[src/rtl/irda_link_arbiter_if.sv]
`timescale 1ns/1ps
`default_nettype none
// ============================================================================
//  Module      : irda_link_arbiter_if
//  Description : Handshake bundle between the IrDA link arbiter, the two TX
//                requesters and the transmitter/receiver datapaths.
//                master = environment side, slave = arbiter side.
//  Revision    : 1.0 - initial release
// ============================================================================
interface irda_link_arbiter_if;
    logic [1:0] req;
    logic       start_bit;
    logic       trans_done;
    logic       rcv_done;
    logic [1:0] gnt;
    logic       ena_trans;
    logic       ena_rcv;
    logic       start_trans;
    logic       start_rcv;
    logic       rst_transmitter;
    logic       rst_receiver;
    logic       busy;
    logic       timeout;

    modport master (
        output req, start_bit, trans_done, rcv_done,
        input  gnt, ena_trans, ena_rcv, start_trans, start_rcv,
        input  rst_transmitter, rst_receiver, busy, timeout
    );

    modport slave (
        input  req, start_bit, trans_done, rcv_done,
        output gnt, ena_trans, ena_rcv, start_trans, start_rcv,
        output rst_transmitter, rst_receiver, busy, timeout
    );
endinterface
`default_nettype wire

[src/rtl/irda_link_arbiter.sv]
`timescale 1ns/1ps
`default_nettype none
// ============================================================================
//  Module      : irda_link_arbiter
//  Description : Half-duplex IrDA link arbiter. Grants the transmitter to one
//                of two requesters (round-robin) or hands the line to the
//                receiver when a start bit is seen, then enforces a guard gap.
//                Optional session watchdog: define IRDA_ARB_WATCHDOG_EN.
//  Revision    : 1.0 - initial release
// ============================================================================
module irda_link_arbiter #(
    parameter int GUARD_CYCLES   = 4,
    parameter int TIMEOUT_CYCLES = 4096
) (
    input  wire logic          clk,
    input  wire logic          rst,
    irda_link_arbiter_if.slave bus
);

    typedef enum logic [2:0] {
        S_IDLE  = 3'd0,
        S_TX    = 3'd1,
        S_RX    = 3'd2,
`ifdef IRDA_ARB_WATCHDOG_EN
        S_ABORT = 3'd3,
`endif
        S_GUARD = 3'd4
    } state_t;

    // Guard counter loads N-1 and counts down, giving exactly N guard cycles.
    localparam logic [7:0] c_guard_last = 8'(GUARD_CYCLES - 1);

    if (GUARD_CYCLES < 1 || GUARD_CYCLES > 255 ||
        TIMEOUT_CYCLES < 2 || TIMEOUT_CYCLES > 65535) begin : g_param_check
        $error("irda_link_arbiter: GUARD_CYCLES or TIMEOUT_CYCLES out of range");
    end

    state_t     r_state;
    logic       r_rr;
    logic [7:0] r_guard_cnt;
    logic [1:0] r_gnt;
    logic       r_ena_trans;
    logic       r_ena_rcv;
    logic       r_start_trans;
    logic       r_start_rcv;
    logic       r_rst_transmitter;
    logic       r_rst_receiver;
    logic       r_busy;
    logic       w_win;

`ifdef IRDA_ARB_WATCHDOG_EN
    // Counter holds the number of completed session cycles; the last allowed
    // cycle is the one where it equals TIMEOUT_CYCLES-1.
    localparam logic [15:0] c_timeout_last = 16'(TIMEOUT_CYCLES - 1);
    logic [15:0] r_wdog;
    logic        r_timeout;
`endif

    // Winner selection: a lone requester wins, a tie goes to the pointer.
    always_comb begin
        w_win = r_rr;
        if (bus.req == 2'b01)      w_win = 1'b0;
        else if (bus.req == 2'b10) w_win = 1'b1;
    end

    // Single state machine with registered (Moore) outputs; each output is
    // loaded together with the state it belongs to.
    always_ff @(posedge clk) begin
        if (rst) begin
            r_state           <= S_IDLE;
            r_rr              <= 1'b0;
            r_guard_cnt       <= 8'd0;
            r_gnt             <= 2'b00;
            r_ena_trans       <= 1'b0;
            r_ena_rcv         <= 1'b0;
            r_start_trans     <= 1'b0;
            r_start_rcv       <= 1'b0;
            r_rst_transmitter <= 1'b1;
            r_rst_receiver    <= 1'b1;
            r_busy            <= 1'b0;
`ifdef IRDA_ARB_WATCHDOG_EN
            r_wdog            <= 16'd0;
            r_timeout         <= 1'b0;
`endif
        end else begin
            // Pulses and datapath resets default low every cycle.
            r_start_trans     <= 1'b0;
            r_start_rcv       <= 1'b0;
            r_rst_transmitter <= 1'b0;
            r_rst_receiver    <= 1'b0;
`ifdef IRDA_ARB_WATCHDOG_EN
            r_timeout         <= 1'b0;
`endif
            case (r_state)
                S_IDLE: begin
                    // Incoming frame owns the half-duplex line before any TX.
                    if (!bus.start_bit) begin
                        r_state     <= S_RX;
                        r_ena_rcv   <= 1'b1;
                        r_start_rcv <= 1'b1;
                        r_busy      <= 1'b1;
`ifdef IRDA_ARB_WATCHDOG_EN
                        r_wdog      <= 16'd0;
`endif
                    end else if (bus.req != 2'b00) begin
                        r_state       <= S_TX;
                        r_gnt         <= w_win ? 2'b10 : 2'b01;
                        r_rr          <= ~w_win;
                        r_ena_trans   <= 1'b1;
                        r_start_trans <= 1'b1;
                        r_busy        <= 1'b1;
`ifdef IRDA_ARB_WATCHDOG_EN
                        r_wdog        <= 16'd0;
`endif
                    end
                end
                S_TX: begin
                    if (bus.trans_done) begin
                        r_state     <= S_GUARD;
                        r_guard_cnt <= c_guard_last;
                        r_gnt       <= 2'b00;
                        r_ena_trans <= 1'b0;
`ifdef IRDA_ARB_WATCHDOG_EN
                    end else if (r_wdog == c_timeout_last) begin
                        r_state           <= S_ABORT;
                        r_timeout         <= 1'b1;
                        r_rst_transmitter <= 1'b1;
                        r_gnt             <= 2'b00;
                        r_ena_trans       <= 1'b0;
                    end else begin
                        r_wdog <= r_wdog + 16'd1;
`endif
                    end
                end
                S_RX: begin
                    if (bus.rcv_done) begin
                        r_state     <= S_GUARD;
                        r_guard_cnt <= c_guard_last;
                        r_ena_rcv   <= 1'b0;
`ifdef IRDA_ARB_WATCHDOG_EN
                    end else if (r_wdog == c_timeout_last) begin
                        r_state        <= S_ABORT;
                        r_timeout      <= 1'b1;
                        r_rst_receiver <= 1'b1;
                        r_ena_rcv      <= 1'b0;
                    end else begin
                        r_wdog <= r_wdog + 16'd1;
`endif
                    end
                end
`ifdef IRDA_ARB_WATCHDOG_EN
                S_ABORT: begin
                    r_state     <= S_GUARD;
                    r_guard_cnt <= c_guard_last;
                end
`endif
                S_GUARD: begin
                    if (r_guard_cnt == 8'd0) begin
                        r_state <= S_IDLE;
                        r_busy  <= 1'b0;
                    end else begin
                        r_guard_cnt <= r_guard_cnt - 8'd1;
                    end
                end
                default: begin
                    r_state     <= S_IDLE;
                    r_gnt       <= 2'b00;
                    r_ena_trans <= 1'b0;
                    r_ena_rcv   <= 1'b0;
                    r_busy      <= 1'b0;
                end
            endcase
        end
    end

    assign bus.gnt             = r_gnt;
    assign bus.ena_trans       = r_ena_trans;
    assign bus.ena_rcv         = r_ena_rcv;
    assign bus.start_trans     = r_start_trans;
    assign bus.start_rcv       = r_start_rcv;
    assign bus.rst_transmitter = r_rst_transmitter;
    assign bus.rst_receiver    = r_rst_receiver;
    assign bus.busy            = r_busy;
`ifdef IRDA_ARB_WATCHDOG_EN
    assign bus.timeout         = r_timeout;
`else
    assign bus.timeout         = 1'b0;
`endif

endmodule
`default_nettype wire

[src/flat_wrapper.sv]
// flat-port wrapper written by rule: the top's interface ports become plain ports
module irda_link_arbiter_flat 
#(
    parameter int GUARD_CYCLES   = 4,
    parameter int TIMEOUT_CYCLES = 4096
)
  (clk, rst, bus_req, bus_start_bit, bus_trans_done, bus_rcv_done, bus_gnt, bus_ena_trans, bus_ena_rcv, bus_start_trans, bus_start_rcv, bus_rst_transmitter, bus_rst_receiver, bus_busy, bus_timeout);
  irda_link_arbiter_if bus_i ();
  input  wire logic clk;
  input  wire logic rst;
  input wire logic [$bits(bus_i.req)-1:0] bus_req;
  input wire logic [$bits(bus_i.start_bit)-1:0] bus_start_bit;
  input wire logic [$bits(bus_i.trans_done)-1:0] bus_trans_done;
  input wire logic [$bits(bus_i.rcv_done)-1:0] bus_rcv_done;
  output wire logic [$bits(bus_i.gnt)-1:0] bus_gnt;
  output wire logic [$bits(bus_i.ena_trans)-1:0] bus_ena_trans;
  output wire logic [$bits(bus_i.ena_rcv)-1:0] bus_ena_rcv;
  output wire logic [$bits(bus_i.start_trans)-1:0] bus_start_trans;
  output wire logic [$bits(bus_i.start_rcv)-1:0] bus_start_rcv;
  output wire logic [$bits(bus_i.rst_transmitter)-1:0] bus_rst_transmitter;
  output wire logic [$bits(bus_i.rst_receiver)-1:0] bus_rst_receiver;
  output wire logic [$bits(bus_i.busy)-1:0] bus_busy;
  output wire logic [$bits(bus_i.timeout)-1:0] bus_timeout;
  assign bus_i.req = bus_req;
  assign bus_i.start_bit = bus_start_bit;
  assign bus_i.trans_done = bus_trans_done;
  assign bus_i.rcv_done = bus_rcv_done;
  assign bus_gnt = bus_i.gnt;
  assign bus_ena_trans = bus_i.ena_trans;
  assign bus_ena_rcv = bus_i.ena_rcv;
  assign bus_start_trans = bus_i.start_trans;
  assign bus_start_rcv = bus_i.start_rcv;
  assign bus_rst_transmitter = bus_i.rst_transmitter;
  assign bus_rst_receiver = bus_i.rst_receiver;
  assign bus_busy = bus_i.busy;
  assign bus_timeout = bus_i.timeout;
  irda_link_arbiter #(.GUARD_CYCLES(GUARD_CYCLES), .TIMEOUT_CYCLES(TIMEOUT_CYCLES)) u_core (.clk(clk), .rst(rst), .bus(bus_i));
endmodule
[config.mk]
export PLATFORM = sky130hd
export DESIGN_NAME = irda_link_arbiter_flat
export DESIGN_NICKNAME = d
export VERILOG_FILES = /design/src/rtl/irda_link_arbiter_if.sv /design/src/rtl/irda_link_arbiter.sv /design/src/flat_wrapper.sv
export SDC_FILE = /design/constraint.sdc
export NUM_CORES = 1
export LEC_CHECK = 0
export ABC_CLOCK_PERIOD_IN_PS = 2200
export CAP_MARGIN = 20
export CORE_ASPECT_RATIO = 1.2
export CORE_MARGIN = 2
export CORE_UTILIZATION = 46
export DETAILED_ROUTE_END_ITERATION = 10
export PLACE_DENSITY = 0.73
export SETUP_SLACK_MARGIN = 0.2
export SLEW_MARGIN = 30
export SYNTH_ARGS = -nofsm -noshare
export SYNTH_HDL_FRONTEND = slang
export SYNTH_SLANG_ARGS = --single-unit
[constraint.sdc]
create_clock -name clk -period 2.2 [get_ports clk]
set_clock_uncertainty 0.15 [all_clocks]
set_input_delay 0.44 -clock clk [delete_from_list [all_inputs] [get_ports clk]]
set_output_delay 0.44 -clock clk [all_outputs]
set_load 0.02 [all_outputs]
Word level (Yosys, flattened, before mapping)
Index checks and enable logic that the tools add are counted.

storage, ports and cells
  register bits after elaboration = 20
  logic and storage cells = 75
  input port bits = 7

cells by class
  equal/unequal tests = 13
  reductions and logical operators = 15
  add/sub/neg operators = 1
  muxes and demuxes = 30
  bitwise logic cells = 6

operators by type and width
  operator               count
  $mux W8                3
  $pmux W8 S3            1
  $mux W3                5
  $mux W1                12
  $pmux W3 S4            1
  $reduce_and A4 Y1      3
  $ne A2 B2 Y1 const B   5
  $pmux W1 S3            3
  $reduce_and A3 Y1      3
  $logic_not A8 Y1       1
  $mux W2                4
  $reduce_or A2 Y1       4
  $sub A8 B1 Y8 const B  1
  $not A1 Y1             6
  $pmux W2 S3            1
  $ne A2 B1 Y1 const B   2
  $eq A3 B1 Y1 const B   1
  $eq A3 B2 Y1 const B   1
  $eq A3 B3 Y1 const B   1
  $logic_not A3 Y1       1
  $ne A3 B2 Y1 const B   1
  $reduce_bool A3 Y1     1
  $reduce_or A3 Y1       1
  $eq A2 B1 Y1 const B   1
  other kinds (2)        2

Depth between registers and ports, before layout
  depth after elaboration = 7
  mapped depth = 6

Worst setup path after synthesis
Ideal clock, no wire load.

  path type = register -> register
  start point = reg u_core.r_guard_cnt[0]
  end point = reg u_core.r_guard_cnt[1]
  arrival time = 1.509 ns
  buffers on the path = 0
  setup slack = 0.412 ns
  cell stages (with the launch flop) = 7
  period minus slack after synthesis = 1.788 ns
  required time = 1.921 ns
  setup time = 0.129 ns
  cell sequence = dfxtp_1 > inv_1 > ha_1 > or3b_2 > o21a_4 > nor3_4 > a221oi_2

on the way
  longest elaborated chain between the ends = 3

ends and longest elaborated chain
  what                                                      RTL line                                            RTL
  from (decl)                                               irda_link_arbiter.sv:40                             logic [7:0] r_guard_cnt;
  from (signal assigned)                                    irda_link_arbiter.sv:120                            r_guard_cnt <= c_guard_last;
  from (signal assigned)                                    irda_link_arbiter.sv:138                            r_guard_cnt <= c_guard_last;
  from (signal assigned)                                    irda_link_arbiter.sv:162                            r_guard_cnt <= r_guard_cnt - 8'd1;
  $sub A8 B1 Y8 / $logic_not A8 Y1 (equally long branches)  irda_link_arbiter.sv:162, irda_link_arbiter.sv:158
  $mux W8 / $ne A2 B2 Y1 (equally long branches)            n/a
  $pmux W8 S3 / $reduce_and A4 Y1 (equally long branches)   n/a

Parallel ways exist; a longest one is shown, timed or not. The select of a mux whose other input is x is not followed.
A chain may end at the register's enable or synchronous reset.

Final worst setup path
  start point = reg u_core.r_busy, in the netlist u_core.bus.busy
  end point = out bus_busy

RTL lines
  what                    RTL line                  RTL
  from (decl)             irda_link_arbiter.sv:48   logic r_busy;
  from (signal assigned)  irda_link_arbiter.sv:80   r_busy <= 1'b0;
  from (signal assigned)  irda_link_arbiter.sv:101  r_busy <= 1'b1;
  from (signal assigned)  irda_link_arbiter.sv:111  r_busy <= 1'b1;
  to (decl)               flat_wrapper.sv:22        output wire logic [$bits(bus_i.busy)-1:0] bus_busy;

No word-level cell between the ends.

==> impl_metrics.sql <==
INSERT INTO impl_metrics (metric_group, metric, value, unit) VALUES
('outcome', 'outcome', 'completed', ''),
('logic_synthesis', 'synth_area_per_cell', '9.68', 'um2'),
('power_and_ir_drop', 'power_leakage', '0.000460', 'uW'),
('worst_setup_path', 'worstPathArrival', '1340', 'ps'),
('logic_synthesis', 'synth_area_leader_cell', 'dfxtp_1', ''),
('floorplanning', 'core_area', '0.00207', 'mm2'),
('global_routing', 'grt_antenna_before_repair', '0', ''),
('logic_synthesis', 'synthDominantCellAreaShare', '39.8', '%'),
('power_and_ir_drop', 'power_density', '666', 'mW/mm2'),
('logic_synthesis', 'synth-warning-count', '0', ''),
('detailed_routing', 'avgRoutedWirePerCell', '12.7', 'um'),
('floorplanning', 'core.rowCount', '18', ''),
('global_routing', 'grt_use_total', '17.2', '%'),
('worst_setup_path', 'worstPathBufferInverterCount', '1', ''),
('cells_and_area', 'nFillCells', '200', ''),
('worst_setup_path', 'worst-setup-path-type', 'flip-flop to output pin', ''),
('global_routing', 'grt_first_pass_wirelength', '3300', 'um'),
('cells_and_area', 'post-route-cell-area', '0.00121', 'mm2'),
('global_routing', 'first_global_vias', '779', ''),
('placement', 'gp_routability_congestion', '0.780', ''),
('power_and_ir_drop', 'finalPower', '804', 'uW'),
('logic_synthesis', 'synth.distinct_cells', '46', ''),
('clocking', 'h-tree-depth', '1', ''),
('sta', 'finalWorstPathRequiredPeriod', '1930', 'ps'),
('worst_setup_path', 'crit_fanout', '4', ''),
('logic_synthesis', 'netlist_area', '0.00101', 'mm2'),
('placement', 'place.port_buffers', '15', ''),
('logic_synthesis', 'synth-edff-count', '0', ''),
('logic_synthesis', 'asyncSetResetFlopFracSynth', '0', '%'),
('sta', 'hold_viol', '0', ''),
('cells_and_area', 'combined_flip_flop_and_latch_cell_area', '400', 'um2'),
('global_routing', 'grt_start_max_net_pins', '15', ''),
('detailed_routing', 'drc', '0', ''),
('sta', 'setup-tns-final', '0', 'ps'),
('clocking', 'cts_hold_buf', '0', ''),
('logic_synthesis', 'synth_sequential_area_ratio', '39.8', '%'),
('floorplanning', 'fp.dieH', '55.3', 'um'),
('worst_setup_path', 'critPathRequiredTime', '1610', 'ps'),
('cells_and_area', 'syn_to_final_growth', '19.8', '%'),
('logic_synthesis', 'number_of_storage_elements_in_the_synthesis_netlist', '20', ''),
('logic_synthesis', 'syn-num-nets', '113', ''),
('detailed_routing', 'routed_via_density', '5.54', ''),
('placement', 'place_hpwl', '1440', 'um'),
('logic_synthesis', 'post_synth_inst_count', '104', ''),
('sta', 'achievable-frequency', '518', 'MHz'),
('clocking', 'tritoncts_num_sinks', '20', ''),
('flow_run', 'maxCapViolCount', '0', ''),
('cells_and_area', 'num_antenna_cells', '0', ''),
('cells_and_area', 'layout.nets', '130', ''),
('detailed_routing', 'routed-via-count', '826', ''),
('logic_synthesis', 'synth_top_cells_by_area', 'dfxtp_1 40%, a21oi_1 3.5%, nor2_1 3.4%', ''),
('clocking', 'clk_root_buffer_cell', 'clkbuf_4', ''),
('detailed_routing', 'dr.first_iter.drc_count', '15', ''),
('floorplanning', 'initial_utilization', '48.6', '%'),
('worst_setup_path', 'stage_delay_of_the_slowest_cell_on_the_critical_path', '630', 'ps'),
('clocking', 'clock_pin_slew_of_the_registers_on_the_worst_case_setup_and_hold_paths', '110', 'ps'),
('worst_setup_path', 'startpoint_type', 'flip-flop', ''),
('worst_setup_path', 'slowest_cell_on_the_critical_path', 'clkdlybuf4s50_1', ''),
('sta', 'layout_worst_path_cycle_share', '87.8', '%'),
('logic_synthesis', 'synth_top_cells_by_count', '20 x dfxtp_1, 9 x nor2_1, 7 x a21oi_1, 6 x inv_1, 4 x nand2b_1', ''),
('worst_setup_path', 'timing.critical_path.max_delay_family', 'buffers and inverters', ''),
('global_routing', 'gr-total-overflow', '0', ''),
('cells_and_area', 'final_layout_size_suffix_gt1_share', '16.8', '%'),
('logic_synthesis', 'yosys.cell_count.top_type', 'dfxtp_1', ''),
('clocking', 'tritoncts_buffers', '3', ''),
('sta', 'report.final.setup_viol', '0', ''),
('detailed_routing', 'postRouteWirelength', '1890', 'um'),
('worst_hold_path', 'hold_path_class', 'flip-flop to flip-flop', ''),
('clocking', 'tritoncts', 'yes', ''),
('clocking', 'cts.path.max_buffers', '2', ''),
('sta', 'setup_repair_after_global_routing_missed_its_margin', 'no', '');
==> cells in the final DEF, fill, tap and decap left out, types with 3 or more instances in the layout <==
cell type | synthesis | routed
clkbuf_4 | 0 | 3
buf_4 | 2 | 3
a21oi_1 | 7 | 7
or3_1 | 3 | 3
clkdlybuf4s50_1 | 0 | 15
nor2_1 | 9 | 9
nand2b_1 | 4 | 4
inv_1 | 6 | 6
dfxtp_1 | 20 | 20
o21ai_0 | 3 | 3
==> worst paths after layout <==
| check | depth (start not counted) | slack [ps] | endpoint | start |
|---|---|---|---|---|
| max reg2reg | 6 | 320 | u_core.r_guard_cnt[1] | u_core.r_guard_cnt[0] |
| max | 1 | 270 | bus_busy | u_core.bus.busy |
| min reg2reg | 2 | 320 | u_core.r_guard_cnt[7] | u_core.r_guard_cnt[7] |
| min | 2 | 320 | u_core.r_guard_cnt[7] | u_core.r_guard_cnt[7] |
==> registers in the layout (all words and copies together), names as in the netlist <==
name	count
u_core.r_state	3
u_core.r_rr	1
u_core.bus.rst_transmitter	1
u_core.bus.start_trans	1
u_core.bus.gnt	2
u_core.bus.ena_trans	1
u_core.bus.ena_rcv	1
u_core.bus.busy	1
u_core.r_guard_cnt	8
u_core.bus.start_rcv	1
==> per-layer routing <==
layer | vias up | GRT usage, % | wire [um]
met1 | 396 | 21.8 | 854
met5 | - | 0 | 0
li1 | 414 | - | -
met4 | 0 | 9.52 | 29
met3 | 4 | 2.61 | 48
met2 | 12 | 26.8 | 956
==> metrics by stage <==
stage | worst slack [ps] | util (%) | hold WS [ps] | cells
final | 269 | 58.2 | 321 | 149
after global routing | 221 | 58.2 | 361 | 149
after CTS | 272 | 58.2 | 326 | 149
after detailed placement | 81.1 | 57.1 | 308 | 146
after global placement | 150 | 57.1 | 302 | 146
after floorplan | 412 | - | 288 | 104
==> final cells by class <==
cell class | instances | share of cell area [%]
clock buffers | 3 | 1.87
inverters | 6 | 1.87
multi-input cells | 72 | 45.6
flip-flops and latches | 20 | 33.2
well taps | 30 | 3.11
repair buffers | 18 | 14.3
==> logic make-up after synthesis <==
kind of cell               synth area share, %
xor gates and xnor gates                  1.74
muxes                                     3.11
AOI/OAI and AO/OA                         20.9
DFF                                       39.8
buffers and inverters                     5.59
adders and majority gates                 3.48
other                                    0.372
and+or+nand+nor                           25.1
==> power breakdown <==
group	total, uW	internal [uW]	switching (uW)
registers	420	390	29.6
logic	211	104	106
clock network	173	63.9	109
total	804	558	245
(Power assumes the default switching activity.)
